$ cat src/rtl/trap_arbiter_pkg.sv
// Shared types and constants for the trap arbiter: FSM state encoding, default cause-code
// width and the cause codes of the existing exception sources.
package trap_arbiter_pkg;

    typedef enum logic [1:0] {
        StIdle    = 2'd0,
        StReq     = 2'd1,
        StHandler = 2'd2
    } trap_state_e;

    localparam int unsigned CodeWDefault = 4;

    localparam logic [CodeWDefault-1:0] ExcInstrAddrMisaligned = 4'd0;
    localparam logic [CodeWDefault-1:0] ExcInstrAccessFault    = 4'd1;
    localparam logic [CodeWDefault-1:0] ExcIllegalInstr        = 4'd2;
    localparam logic [CodeWDefault-1:0] ExcLoadAccessFault     = 4'd5;
    localparam logic [CodeWDefault-1:0] ExcStoreAccessFault    = 4'd7;

endpackage

$ cat src/rtl/trap_arbiter_if.sv
// Bundle between the exception/interrupt sources plus trap handler (master) and the
// trap arbiter (slave).
interface trap_arbiter_if
    import trap_arbiter_pkg::*;
#(
    parameter int unsigned NExc  = 5,
    parameter int unsigned NIrq  = 4,
    parameter int unsigned Xlen  = 64,
    parameter int unsigned CodeW = CodeWDefault
);
    logic [NExc-1:0]       exc_en;
    logic [NExc*CodeW-1:0] exc_code;
    logic [NExc*Xlen-1:0]  exc_val;
    logic [NIrq-1:0]       irq_lines;
    logic [NIrq-1:0]       irq_mask;
    logic                  global_ie;
    logic                  trap_ack;
    logic                  mret;

    logic                  trap_req;
    logic                  trap_is_irq;
    logic [CodeW-1:0]      trap_code;
    logic [Xlen-1:0]       trap_val;
    logic [NIrq-1:0]       irq_pending;
    logic                  in_handler;
    logic                  double_fault;

    modport master (
        output exc_en, exc_code, exc_val, irq_lines, irq_mask, global_ie, trap_ack, mret,
        input  trap_req, trap_is_irq, trap_code, trap_val, irq_pending, in_handler,
               double_fault
    );

    modport slave (
        input  exc_en, exc_code, exc_val, irq_lines, irq_mask, global_ie, trap_ack, mret,
        output trap_req, trap_is_irq, trap_code, trap_val, irq_pending, in_handler,
               double_fault
    );

endinterface

$ cat src/rtl/trap_arbiter_prio_enc.sv
// First-set priority encoder; MsbFirst selects whether the highest or lowest set bit wins.
module trap_arbiter_prio_enc #(
    parameter int unsigned Width    = 4,
    parameter bit          MsbFirst = 1'b0,
    localparam int unsigned IdxW    = (Width > 1) ? $clog2(Width) : 1
) (
    input  logic [Width-1:0] req_i,
    output logic             valid_o,
    output logic [IdxW-1:0]  idx_o
);

    // The last match written in each loop is the winner.
    always_comb begin
        valid_o = |req_i;
        idx_o   = '0;
        if (MsbFirst) begin
            for (int i = 0; i < int'(Width); i++) begin
                if (req_i[i]) idx_o = IdxW'(i);
            end
        end else begin
            for (int i = int'(Width) - 1; i >= 0; i--) begin
                if (req_i[i]) idx_o = IdxW'(i);
            end
        end
    end

endmodule

$ cat src/rtl/trap_arbiter.sv
// Registered exception/interrupt arbiter with req/ack handshake and double-fault detection.
// Define TRAP_ARB_IRQ_EDGE_EN to make interrupt lines pend on rising edges only.
module trap_arbiter
    import trap_arbiter_pkg::*;
#(
    parameter int unsigned NExc  = 5,
    parameter int unsigned NIrq  = 4,
    parameter int unsigned Xlen  = 64,
    parameter int unsigned CodeW = CodeWDefault
) (
    input  logic           clk,
    input  logic           rst,
    trap_arbiter_if.slave  bus_io
);

    localparam int unsigned ExcIdxW = (NExc > 1) ? $clog2(NExc) : 1;
    localparam int unsigned IrqIdxW = (NIrq > 1) ? $clog2(NIrq) : 1;

    trap_state_e      state_q, state_d;
    logic [NIrq-1:0]  pend_q, pend_d;
    logic [NIrq-1:0]  irq_sel_q, irq_sel_d;
    logic             is_irq_q, is_irq_d;
    logic [CodeW-1:0] code_q, code_d;
    logic [Xlen-1:0]  val_q, val_d;
    logic             df_q, df_d;

    logic [NIrq-1:0]    irq_set;
    logic [NIrq-1:0]    irq_clr;
    logic [NIrq-1:0]    irq_elig;
    logic               exc_valid, irq_valid;
    logic [ExcIdxW-1:0] exc_idx;
    logic [IrqIdxW-1:0] irq_idx;

`ifdef TRAP_ARB_IRQ_EDGE_EN
    logic [NIrq-1:0] lines_prev_q;

    always_ff @(posedge clk or negedge rst) begin
        if (!rst) lines_prev_q <= '0;
        else      lines_prev_q <= bus_io.irq_lines;
    end

    assign irq_set = bus_io.irq_lines & ~lines_prev_q;
`else
    assign irq_set = bus_io.irq_lines;
`endif

    assign irq_elig = pend_q & bus_io.irq_mask & {NIrq{bus_io.global_ie}};

    trap_arbiter_prio_enc #(
        .Width    (NExc),
        .MsbFirst (1'b0)
    ) u_exc_enc (
        .req_i   (bus_io.exc_en),
        .valid_o (exc_valid),
        .idx_o   (exc_idx)
    );

    trap_arbiter_prio_enc #(
        .Width    (NIrq),
        .MsbFirst (1'b1)
    ) u_irq_enc (
        .req_i   (irq_elig),
        .valid_o (irq_valid),
        .idx_o   (irq_idx)
    );

    always_comb begin
        state_d   = state_q;
        irq_sel_d = irq_sel_q;
        is_irq_d  = is_irq_q;
        code_d    = code_q;
        val_d     = val_q;
        df_d      = df_q;
        irq_clr   = '0;
        unique case (state_q)
            StIdle: begin
                if (exc_valid) begin
                    is_irq_d  = 1'b0;
                    code_d    = bus_io.exc_code[int'(exc_idx)*CodeW +: CodeW];
                    val_d     = bus_io.exc_val[int'(exc_idx)*Xlen +: Xlen];
                    irq_sel_d = '0;
                    state_d   = StReq;
                end else if (irq_valid) begin
                    is_irq_d  = 1'b1;
                    code_d    = CodeW'(irq_idx);
                    val_d     = '0;
                    irq_sel_d = NIrq'(1) << irq_idx;
                    state_d   = StReq;
                end
            end
            StReq: begin
                // irq_sel_q is all-zero for exceptions, so only a taken irq clears a bit.
                if (bus_io.trap_ack) begin
                    irq_clr = irq_sel_q;
                    state_d = StHandler;
                end
            end
            StHandler: begin
                if (|bus_io.exc_en) df_d = 1'b1;
                if (bus_io.mret)    state_d = StIdle;
            end
            default: state_d = StIdle;
        endcase
        // A new set wins over a clear on the same line.
        pend_d = (pend_q & ~irq_clr) | irq_set;
    end

    always_ff @(posedge clk or negedge rst) begin
        if (!rst) begin
            state_q   <= StIdle;
            pend_q    <= '0;
            irq_sel_q <= '0;
            is_irq_q  <= 1'b0;
            code_q    <= '0;
            val_q     <= '0;
            df_q      <= 1'b0;
        end else begin
            state_q   <= state_d;
            pend_q    <= pend_d;
            irq_sel_q <= irq_sel_d;
            is_irq_q  <= is_irq_d;
            code_q    <= code_d;
            val_q     <= val_d;
            df_q      <= df_d;
        end
    end

    assign bus_io.trap_req     = (state_q == StReq);
    assign bus_io.in_handler   = (state_q == StHandler);
    assign bus_io.trap_is_irq  = is_irq_q;
    assign bus_io.trap_code    = code_q;
    assign bus_io.trap_val     = val_q;
    assign bus_io.irq_pending  = pend_q;
    assign bus_io.double_fault = df_q;

endmodule
$ cat src/flat_wrapper.sv
// flat-port wrapper written by rule: the top's interface ports become plain ports
module trap_arbiter_flat import trap_arbiter_pkg::*;
#(
    parameter int unsigned NExc  = 5,
    parameter int unsigned NIrq  = 4,
    parameter int unsigned Xlen  = 64,
    parameter int unsigned CodeW = CodeWDefault
)
  (clk, rst, bus_io_exc_en, bus_io_exc_code, bus_io_exc_val, bus_io_irq_lines, bus_io_irq_mask, bus_io_global_ie, bus_io_trap_ack, bus_io_mret, bus_io_trap_req, bus_io_trap_is_irq, bus_io_trap_code, bus_io_trap_val, bus_io_irq_pending, bus_io_in_handler, bus_io_double_fault);
  trap_arbiter_if #(.NExc(NExc), .NIrq(NIrq), .Xlen(Xlen), .CodeW(CodeW)) bus_io_i ();
  input  logic clk;
  input  logic rst;
  input wire logic [$bits(bus_io_i.exc_en)-1:0] bus_io_exc_en;
  input wire logic [$bits(bus_io_i.exc_code)-1:0] bus_io_exc_code;
  input wire logic [$bits(bus_io_i.exc_val)-1:0] bus_io_exc_val;
  input wire logic [$bits(bus_io_i.irq_lines)-1:0] bus_io_irq_lines;
  input wire logic [$bits(bus_io_i.irq_mask)-1:0] bus_io_irq_mask;
  input wire logic [$bits(bus_io_i.global_ie)-1:0] bus_io_global_ie;
  input wire logic [$bits(bus_io_i.trap_ack)-1:0] bus_io_trap_ack;
  input wire logic [$bits(bus_io_i.mret)-1:0] bus_io_mret;
  output wire logic [$bits(bus_io_i.trap_req)-1:0] bus_io_trap_req;
  output wire logic [$bits(bus_io_i.trap_is_irq)-1:0] bus_io_trap_is_irq;
  output wire logic [$bits(bus_io_i.trap_code)-1:0] bus_io_trap_code;
  output wire logic [$bits(bus_io_i.trap_val)-1:0] bus_io_trap_val;
  output wire logic [$bits(bus_io_i.irq_pending)-1:0] bus_io_irq_pending;
  output wire logic [$bits(bus_io_i.in_handler)-1:0] bus_io_in_handler;
  output wire logic [$bits(bus_io_i.double_fault)-1:0] bus_io_double_fault;
  assign bus_io_i.exc_en = bus_io_exc_en;
  assign bus_io_i.exc_code = bus_io_exc_code;
  assign bus_io_i.exc_val = bus_io_exc_val;
  assign bus_io_i.irq_lines = bus_io_irq_lines;
  assign bus_io_i.irq_mask = bus_io_irq_mask;
  assign bus_io_i.global_ie = bus_io_global_ie;
  assign bus_io_i.trap_ack = bus_io_trap_ack;
  assign bus_io_i.mret = bus_io_mret;
  assign bus_io_trap_req = bus_io_i.trap_req;
  assign bus_io_trap_is_irq = bus_io_i.trap_is_irq;
  assign bus_io_trap_code = bus_io_i.trap_code;
  assign bus_io_trap_val = bus_io_i.trap_val;
  assign bus_io_irq_pending = bus_io_i.irq_pending;
  assign bus_io_in_handler = bus_io_i.in_handler;
  assign bus_io_double_fault = bus_io_i.double_fault;
  trap_arbiter #(.NExc(NExc), .NIrq(NIrq), .Xlen(Xlen), .CodeW(CodeW)) u_core (.clk(clk), .rst(rst), .bus_io(bus_io_i));
endmodule
$ cat config.mk
export PLATFORM = sky130hd
export DESIGN_NAME = trap_arbiter_flat
export DESIGN_NICKNAME = d
export VERILOG_FILES = /design/src/rtl/trap_arbiter_pkg.sv /design/src/rtl/trap_arbiter_if.sv /design/src/rtl/trap_arbiter_prio_enc.sv /design/src/rtl/trap_arbiter.sv /design/src/flat_wrapper.sv
export SDC_FILE = /design/constraint.sdc
export NUM_CORES = 1
export LEC_CHECK = 0
export ABC_AREA = 1
export CORE_AREA = 2 2 171 173
export CTS_CLUSTER_SIZE = 20
export DETAILED_ROUTE_END_ITERATION = 8
export DIE_AREA = 0 0 173 175
export HOLD_SLACK_MARGIN = 0.03
export SYNTH_ARGS = -nofsm -noshare
export SYNTH_HDL_FRONTEND = slang
export SYNTH_SLANG_ARGS = --single-unit
export TNS_END_PERCENT = 100
$ cat constraint.sdc
create_clock -name clk -period 1.4 [get_ports clk]
set_input_delay 0.21 -clock clk [delete_from_list [all_inputs] [get_ports clk]]
set_output_delay 0.21 -clock clk [all_outputs]
set_load 0.01 [all_outputs]
## After elaboration in Yosys (flattened, before gate mapping)

Index checks and enable logic that the tools add are counted.

- Eq/ne operators: 5
- Shift-type cells: 3
- Multiplexer cells: 23
- Bitwise gates (word level): 5
- Reduce and logical (&&, ||, !) cells: 7

Operators with widths:

| kind | count |
|---|---|
| 320-bit by 10-bit indexed part select with 64-bit output | 1 |
| 64-bit two-way mux | 2 |
| 4-bit two-way mux | 6 |
| 20-bit by 6-bit indexed part select with 4-bit output | 1 |
| 3-bit two-way mux | 5 |
| 4-bit bitwise AND | 3 |
| 2-bit two-way mux | 6 |
| 2-bit one-hot mux with 3 select lines | 1 |
| 5-bit OR reduction | 1 |
| 2-bit inequality test (second input constant) | 2 |
| 4-bit inverter | 1 |
| 4-bit OR | 1 |
| 2-bit AND reduction | 2 |
| 4-bit OR reduction | 1 |
| 1-bit by 2-bit << shifter with 4-bit output (first input constant) | 1 |
| 1-bit two-way mux | 3 |
| 3-bit by 1-bit inequality test with 1-bit output (second input constant) | 1 |
| 3-bit AND reduction | 1 |
| 2-bit by 1-bit == test with 1-bit output (second input constant) | 1 |
| 2-bit == test (second input constant) | 1 |
| 2-bit zero test | 1 |
| 2-bit nonzero test | 1 |

- Register bits after elaboration: 80
- Output and inout port bits: 76
- Word-level logic and storage cells: 50

## Longest topological paths before layout

Gate-level depths: netlist of the first run.

- Depth in word-level cells: 8
- Mapped depth: 12
- Mapped depth without buffers: 10

## Hierarchy

From an unflattened synthesis of the first run, not the netlist that was laid out.

- Cell total of the unflattened synthesis: 1,059
- Area, all modules: 6,214.7 µm²

Modules (own cells, without submodules):

| module | times used | cells each | area an instance (µm²) | seq. area each (µm²) |
|---|---|---|---|---|
| trap_arbiter | 1 | 1,040 | 6,134.6 | 2,001.9 |
| trap_arbiter_prio_enc (u_core.u_exc_enc) | 1 | 11 | 47.5 | 0.0 |
| trap_arbiter_prio_enc (u_core.u_irq_enc) | 1 | 8 | 32.5 | 0.0 |

## Worst setup path before layout of the first run

OpenSTA, ideal clock, no wires.

- Path kind: flip-flop to flip-flop
- From: reg u_core.pend_q[3] (netlist: u_core.bus_io.irq_pending[3])
- To: reg u_core.val_q[19] (netlist: u_core.bus_io.trap_val[19])
- Library setup time: 116 ps
- Arrival time: 1,355 ps
- Data required time: 1,284 ps
- Setup slack: -71 ps
- Cell stages (with the launch flop): 11
- Period minus slack after synthesis: 1,471 ps
- Cell sequence: dfrtp_1 nand3_1 nand2_1 nor2_1 nand2_4 nand2_2 buf_6 buf_4 nor2_1 nand2_1 nand2_1

- Longest elaborated chain between the ends: 5

RTL lines:

| item | RTL line | RTL |
|---|---|---|
| start, declared | trap_arbiter.sv:20 | `logic [NIrq-1:0] pend_q, pend_d;` |
| start signal, assigned | trap_arbiter.sv:119 | `pend_q <= pend_d;` |
| 4-bit bitwise AND (2 in a row) | trap_arbiter.sv:47 | `assign irq_elig = pend_q & bus_io.irq_mask & {NIrq{bus_io.global_ie}};` |
| 4-bit OR reduction | trap_arbiter_prio_enc.sv:14 | `valid_o = \|req_i;` |
| 2-bit nonzero test (no line) | -- |  |
| 2-bit AND reduction (no line) | -- |  |
| end signal, assigned | trap_arbiter.sv:123 | `val_q <= val_d;` |
| end, declared | trap_arbiter.sv:24 | `logic [Xlen-1:0] val_q, val_d;` |

Every way passes these cells.
A chain may end at the register's enable or synchronous reset.

## Worst setup path in the final report of the first run

- From: reg u_core.state_q[1]
- To: reg u_core.val_q[60] (netlist: u_core.bus_io.trap_val[60])

- Longest elaborated chain between the ends: 2

RTL lines:

| item | RTL line | RTL |
|---|---|---|
| start, declared | trap_arbiter.sv:19 | `trap_state_e state_q, state_d;` |
| start signal, assigned | trap_arbiter.sv:110 | `state_q <= StIdle;` |
| start signal, assigned | trap_arbiter.sv:118 | `state_q <= state_d;` |
| 2-bit zero test | trap_arbiter.sv:75 | `unique case (state_q)` |
| 2-bit AND reduction (no line) | -- |  |

Every way passes these cells.

==> flow_metrics.env, run 1 <==
export IMPL_slew_viol_final=0
export IMPL_dieArea_um2=30280
export IMPL_pin_count=434
export IMPL_slowest_delay_ns=0.41
export IMPL_num_fill_cells=2912
export IMPL_grt_usage_pct=23.62
export IMPL_cts_sinks=80
export IMPL_grt_pass1_wl_mm=55.10
export IMPL_antenna_found_initial=3
export IMPL_drtPass1Iterations=4
export IMPL_first_global_vias=9156
export IMPL_worstSetupPathType="register to register"
export IMPL_holdPathEnd="u_core.irq_sel_q[1]"
export IMPL_setup_viol=71
export IMPL_tns_ns=-3.692
export IMPL_numCtsBuffers=9
export IMPL_cp_num_cells=8
export IMPL_pre_cts_slack_ns=-0.6180
export IMPL_worst_path_max_delay_cell="dfrtp_1"
export IMPL_ys_warnings_count=0
export IMPL_synthCells=1107
export IMPL_worstPathRequired_ns=1.65
export IMPL_worstHoldPathCells=5
export IMPL_drtAntennaViolNets=0
export IMPL_syn_to_final_growth_pct=100.6
export IMPL_fmax_ghz=0.6763
export IMPL_crit_buf_inv=4
export IMPL_tightest_slew_ns=0.5034
export IMPL_finalHoldViolations=0
export IMPL_rsz0062_at_grt="yes"
export IMPL_viasPerCell=4.812
export IMPL_vdd_drop_max_v=0.0009236
export IMPL_cp_data_arrival_time_ns=1.72
export IMPL_routedWlPerCell_um=19.51
export IMPL_ys_seq_area_share_pct=30.25
export IMPL_whs_ns=0.4121
export IMPL_syn_area_per_cell_um2=5.978
export IMPL_p_switching_w=0.007255
export IMPL_io_buffers=433
export IMPL_hp_start="bus_io_exc_en[4]"
export IMPL_rr_worst_depth=8
export IMPL_p_seq_share_pct=23.2
export IMPL_htreeDepth=3
export IMPL_syn_cell_area_um2=6618
export IMPL_seq_area_um2=2003
export IMPL_tritoncts="done"
export IMPL_grt_overflow_total=0
export IMPL_multi_input_area_um2=4332
export IMPL_crit_chain="buf_4 -> nor2_4 -> nand2_8 -> buf_12 -> buf_8 -> clkbuf_16 -> nand2_2 -> nand2_1"
export IMPL_die_y_um=175
export IMPL_p_int_w=0.01064
export IMPL_pwr_share_comb_pct=61.3
export IMPL_totalPowerFinal_w=0.01789
export IMPL_status="finished with violations"
export IMPL_switching_share_pct=40.54
export IMPL_clockPowerShare_pct=15.5
export IMPL_totalWireLength_mm=38.03
export IMPL_max_slew_margin_pct=66.44
export IMPL_drv_cap=0
export IMPL_nets=1917
export IMPL_cts_clk_slew_worst_paths_ns=0.08
export IMPL_drtIter0Drc=442
export IMPL_r2r_slack_ns=-0.08
export IMPL_cp_max_fo=6
export IMPL_violations="negative setup slack"
export IMPL_p_leak_nw=6.221
export IMPL_vias=9379
export IMPL_synth_nets=1465
export IMPL_utilization_pct=46.77
export IMPL_drc=0
export IMPL_cts_root_buffer="clkbuf_16"
export IMPL_period_needed_ns=1.479
export IMPL_synth_seq_cells=80
export IMPL_period_share_pct=105.6
export IMPL_critical_path_top_delay_family="buffers and inverters"
export IMPL_ys_types=23
export IMPL_initial_core_util_pct=23.31
export IMPL_regToRegEndpoint="u_core.bus_io.trap_val[60]"
export IMPL_gp_congestion=0.8855
export IMPL_r2r_start="u_core.state_q[1]"
export IMPL_drive_gt1_share_pct=14.19
export IMPL_grt_max_degree=81
export IMPL_die_w_um=173
export IMPL_clk_latency_ns=0.35
export IMPL_p_per_area_nw_per_um2=1348
export IMPL_rows=62
export IMPL_layout_setup_ws_ns=-0.07874
export IMPL_core_area_um2=28390
export IMPL_endpoint_kind="register"
export IMPL_dp_hpwl_mm=25.51
export IMPL_hp_class="input port to register"
export IMPL_cts_max_path_buffers=2
export IMPL_finClkSkew_ns=0.01601
export IMPL_worstSetupStartpointType="register"
==> final cells by class <==
| class | instances | share of cell area [%] |
|---|---|---|
| repair buffers | 538 | 44.49 |
| multi-input cells | 873 | 32.62 |
| clock inverters | 7 | 0.8010 |
| inverters | 57 | 1.668 |
| clock buffers | 9 | 1.696 |
| well taps | 384 | 3.619 |
| flip-flops and latches | 80 | 15.09 |
| diodes | 1 | 0.01885 |
==> flip-flops by register name, indices dropped and copies added (netlist names) <==
signal and flops:
u_core.bus_io.double_fault 1, u_core.bus_io.irq_pending 4, u_core.bus_io.trap_code 4, u_core.bus_io.trap_is_irq 1
u_core.bus_io.trap_val 64, u_core.irq_sel_q 4, u_core.state_q 2
==> cells by family (layout without fill, tap and decap cells) <==
kind of cell	Yosys count	count (layout)	synth area share, %
buf+inv	154	611	10.42
flops	80	80	30.25
simple gates	759	759	50.24
compound gates	114	114	9.094
other cells	0	1	0
==> power by group through the flow <==
stage,registers (W),clock network [W],logic [W]
final,0.00416,0.00277,0.0110
after detailed placement,0.00413,0,0.00833
after global routing,0.00427,0.00297,0.0117
after floorplan,0.00436,0,0.00336
after global placement,0.00412,0,0.00825
after CTS,0.00408,0.00285,0.00978
==> cell usage in the layout, fill, tap and decap left out, types with 2 or more instances in the layout <==
master and n:
nand3_2 5, dfrtp_1 79, a21oi_1 57, inv_1 54, buf_12 28, nand3_1 334, clkbuf_16 15, nand2_2 18
nand2_4 4, a21oi_4 5, nor2_4 12, nand2_8 2, nor2_2 11, buf_8 4, a31oi_1 8, bufinv_16 2
o31ai_1 2, nand2_1 309, a21oi_2 33, buf_4 45, o21ai_0 3, nor2_1 62, clkdlybuf4s50_1 350, inv_6 4
buf_16 12, bufbuf_16 6, buf_6 6, dlygate4sd2_1 75, buf_2 2, a21o_1 5, clkdlybuf4s15_1 2
==> synthesized netlist by cell type <==
master,n,area (µm²)
buf_4,8,60.06
o31ai_1,2,15.01
nor2_8,1,20.02
nand3_1,339,1697
clkbuf_1,43,161.4
o21ai_0,3,15.01
nand4_1,1,6.260
inv_1,55,206.5
a21o_1,5,37.54
a31oi_1,8,50.05
nor2_2,2,12.51
nand2_1,329,1235
nand2_4,2,22.52
buf_2,35,175.2
nand2_2,2,12.51
a21oi_1,95,475.5
nor2_4,1,11.26
buf_6,5,56.30
buf_1,6,22.52
o21ai_2,1,8.760
nor2_1,82,307.8
inv_2,2,7.510
dfrtp_1,80,2002
==> how the worst max path moves through the flow <==
| stage | from | end | slack [ns] |
|---|---|---|---|
| floorplan | u_core.bus_io.irq_pending[2] | u_core.bus_io.trap_val[4] | -0.02 |
| global placement | bus_io_exc_en[1] | u_core.bus_io.trap_code[1] | -0.57 |
| detailed placement | bus_io_exc_en[1] | u_core.bus_io.trap_code[1] | -0.62 |
| CTS | u_core.bus_io.irq_pending[3] | u_core.bus_io.trap_val[33] | -0.07 |
| global route | u_core.bus_io.irq_pending[3] | u_core.bus_io.trap_val[55] | -0.15 |
| finish | u_core.state_q[1] | u_core.bus_io.trap_val[60] | -0.08 |
==> stage by stage <==
| stage | cells | cell area, µm² |
|---|---|---|
| detailed placement | 1892 | 11840 |
| floorplan | 1107 | 6633 |
| CTS | 1938 | 12790 |
| global placement | 1892 | 11840 |
| global route | 1949 | 13280 |
| finish | 1949 | 13280 |
==> worst register-to-register path: stages, from the launching register on <==
cell       delay, ns
dfrtp_1         0.41
buf_4           0.16
nor2_4          0.15
nand2_8         0.11
buf_12          0.16
buf_8           0.13
clkbuf_16       0.17
nand2_2         0.06
nand2_1         0.04
==> layer usage <==
layer	global-route usage (%)	routed length, µm	vias to the layer above
met5	0	13	-
met4	6.003	809	2
met3	5.983	2630	36
met2	41.98	19060	386
met1	28.37	15510	4375
li1	-	-	4580
==> what timing repair did <==
action | 4_1_cts | 5_1_grt
resized for setup | 137 | 82
setup buffers | 16 | 2
hold endpoints to repair | 80 | 0
cloned | 13 | 8
hold buffers | 1 | 0
pin swaps | 24 | 32
endpoints found under the setup margin | 148 | 80
Note: power is estimated with default switching activity, not from simulation.
==> run 2, diff against run 1 <==
--- a/config.mk
+++ b/config.mk
@@ -8,6 +8,7 @@
 export ABC_AREA = 1
-export CORE_AREA = 2 2 171 173
+export CORE_AREA = 2 2 170 172
+export CTS_CLUSTER_DIAMETER = 40
 export CTS_CLUSTER_SIZE = 20
 export DETAILED_ROUTE_END_ITERATION = 8
-export DIE_AREA = 0 0 173 175
+export DIE_AREA = 0 0 172 174
 export HOLD_SLACK_MARGIN = 0.03
--- a/constraint.sdc
+++ b/constraint.sdc
@@ -3,2 +3,2 @@
 set_output_delay 0.21 -clock clk [all_outputs]
-set_load 0.01 [all_outputs]
+set_load 0.05 [all_outputs]
==> run 2 against run 1 <==
Effect of this change: the run still ends with negative setup slack left; cell area grew 3.8%; count of clock-buffer cells in the layout is the same; critical path type unchanged; clock power shrank 7.9%; utilization grew 2.0 points; worst hold slack gained 0.012 ns; non-clock buffer count grew 6; die area shrank 1.1%; final cell count grew 0.51%.
==> flow_metrics.env, run 2 (synthesis gave the netlist of run 1 again) <==
export IMPL_status="finished with violations"
export IMPL_violations="negative setup slack"
export IMPL_period_needed_ns=1.437
export IMPL_vdd_drop_max_v=0.0008773
export IMPL_final_common_cell="clkdlybuf4s50_1"
export IMPL_fmax_ghz=0.6958
export IMPL_layout_setup_ws_ns=-0.03722
export IMPL_tightest_slew_ns=0.5133
export IMPL_endpoint_kind="register"
export IMPL_drtIter0Drc=492
export IMPL_tritoncts="done"
export IMPL_p_per_area_nw_per_um2=1594
export IMPL_slew_viol_final=0
export IMPL_max_slew_margin_pct=65.78
export IMPL_routedWlPerCell_um=18.61
export IMPL_grt_usage_pct=23.46
export IMPL_nets=1926
export IMPL_viasPerCell=4.813
export IMPL_layoutNonFillerInstCount=1959
export IMPL_rr_worst_depth=8
export IMPL_fin_area_um2=13780
export IMPL_grt_max_degree=81
export IMPL_core_area_um2=28240
export IMPL_cp_data_arrival_time_ns=1.67
export IMPL_cp_max_fo=12
export IMPL_whs_ns=0.4243
export IMPL_dieArea_um2=29930
export IMPL_placed_area_um2=12770
export IMPL_cts_clk_slew_worst_paths_ns=0.07
export IMPL_r2r_start="u_core.bus_io.irq_pending[3]"
export IMPL_drtPass1Iterations=9
export IMPL_gp_congestion=0.8229
export IMPL_worstSetupPathType="register to register"
export IMPL_cts_sinks=80
export IMPL_finClkSkew_ns=0.009415
export IMPL_pre_cts_slack_ns=-0.6339
export IMPL_drtAntennaViolNets=0
export IMPL_rsz0062_at_grt="yes"
export IMPL_initial_core_util_pct=23.44
export IMPL_hp_class="input port to register"
export IMPL_cts_root_buffer="clkbuf_16"
export IMPL_largest_register_ffs=64
export IMPL_numCtsBuffers=9
export IMPL_totalWireLength_mm=36.45
export IMPL_grt_overflow_total=0
export IMPL_clk_latency_ns=0.35
export IMPL_p_leak_nw=6.424
export IMPL_io_buffers=433
export IMPL_vias=9428
export IMPL_drc=0
export IMPL_finalHoldViolations=0
export IMPL_cts_max_path_buffers=2
export IMPL_grt_pass1_wl_mm=53.39
export IMPL_utilization_pct=48.80
export IMPL_die_w_um=172
export IMPL_holdPathEnd="u_core.bus_io.irq_pending[3]"
export IMPL_setup_viol=35
export IMPL_syn_to_final_growth_pct=108.2
export IMPL_worstSetupStartpointType="register"
export IMPL_hp_start="bus_io_irq_lines[3]"
export IMPL_rows=62
export IMPL_worstHoldPathCells=2
export IMPL_htreeDepth=3
export IMPL_worstPathRequired_ns=1.64
export IMPL_period_share_pct=102.7
export IMPL_final_cell_mix="350 x clkdlybuf4s50_1, 335 x nand3_1, 321 x nand2_1, 107 x buf_12, 76 x dfrtp_1"
export IMPL_regToRegEndpoint="u_core.bus_io.trap_val[42]"
export IMPL_drive_gt1_share_pct=17.04
export IMPL_dp_hpwl_mm=25.96
export IMPL_pin_count=434
export IMPL_r2r_slack_ns=-0.04
export IMPL_placed_cells=1909
export IMPL_first_global_vias=9491
export IMPL_antenna_found_initial=3
export IMPL_die_y_um=174
export IMPL_drv_cap=0
run 2: routing by layer:
metal	global-route usage, %	share of wire (%)
met5	0	0.036
met4	7.808	2.6
met3	5.897	8.4
met2	42.54	51
met1	26.55	38
run 2: cell type report:
type / instances / area (µm²)
Fill cell: 2810 / 14460
Timing Repair Buffer: 544 / 6575
Multi-Input combinational cell: 876 / 4177
Sequential cell: 80 / 2007
Tap cell: 384 / 480.5
Inverter: 57 / 234.0
Clock buffer: 9 / 225.2
Clock inverter: 7 / 77.57
Antenna cell: 2 / 5.005
run 2: worst max-delay path by stage:
| stage | start | end | slack [ns] |
|---|---|---|---|
| detailed placement | bus_io_exc_en[1] | u_core.bus_io.trap_val[43] | -0.63 |
| floorplan | u_core.bus_io.irq_pending[3] | u_core.bus_io.trap_val[0] | -0.08 |
| global placement | bus_io_exc_en[0] | u_core.bus_io.trap_val[29] | -0.60 |
| CTS | u_core.state_q[0] | bus_io_trap_req | -0.06 |
| finish | u_core.bus_io.irq_pending[3] | u_core.bus_io.trap_val[42] | -0.04 |
| global route | u_core.state_q[1] | u_core.bus_io.trap_val[27] | -0.12 |
run 2: critical path: stages, from the launching register on:
cell and delay, ns:
dfrtp_2 0.41, nand3_2 0.08, nand2_2 0.08, nor2_4 0.14
nand2_4 0.10, buf_12 0.17, buf_12 0.15, a21oi_1 0.13
a21oi_1 0.05
run 2: through the flow:
stage	TNS, ns	power, W
2_1_floorplan	-4.955	0.01078
3_3_place_gp	-36.59	0.01815
3_5_place_dp	-39.46	0.01824
4_1_cts	-0.9566	0.02169
5_1_grt	-6.060	0.02315
6_report	-0.6206	0.02197
run 2: power by group:
group          internal [W]  switching [W]
logic               0.00715        0.00765
registers           0.00335        0.00127
clock network       0.00140        0.00115
total                0.0119         0.0101
run 2: what timing repair did:
item	4_1_cts	5_1_grt
hold endpoints to repair	80	0
cloned	10	2
resized for setup	40	42
hold buffers	1	0
pin swaps	7	5
buffers inserted	16	4
setup endpoints to repair	76	73
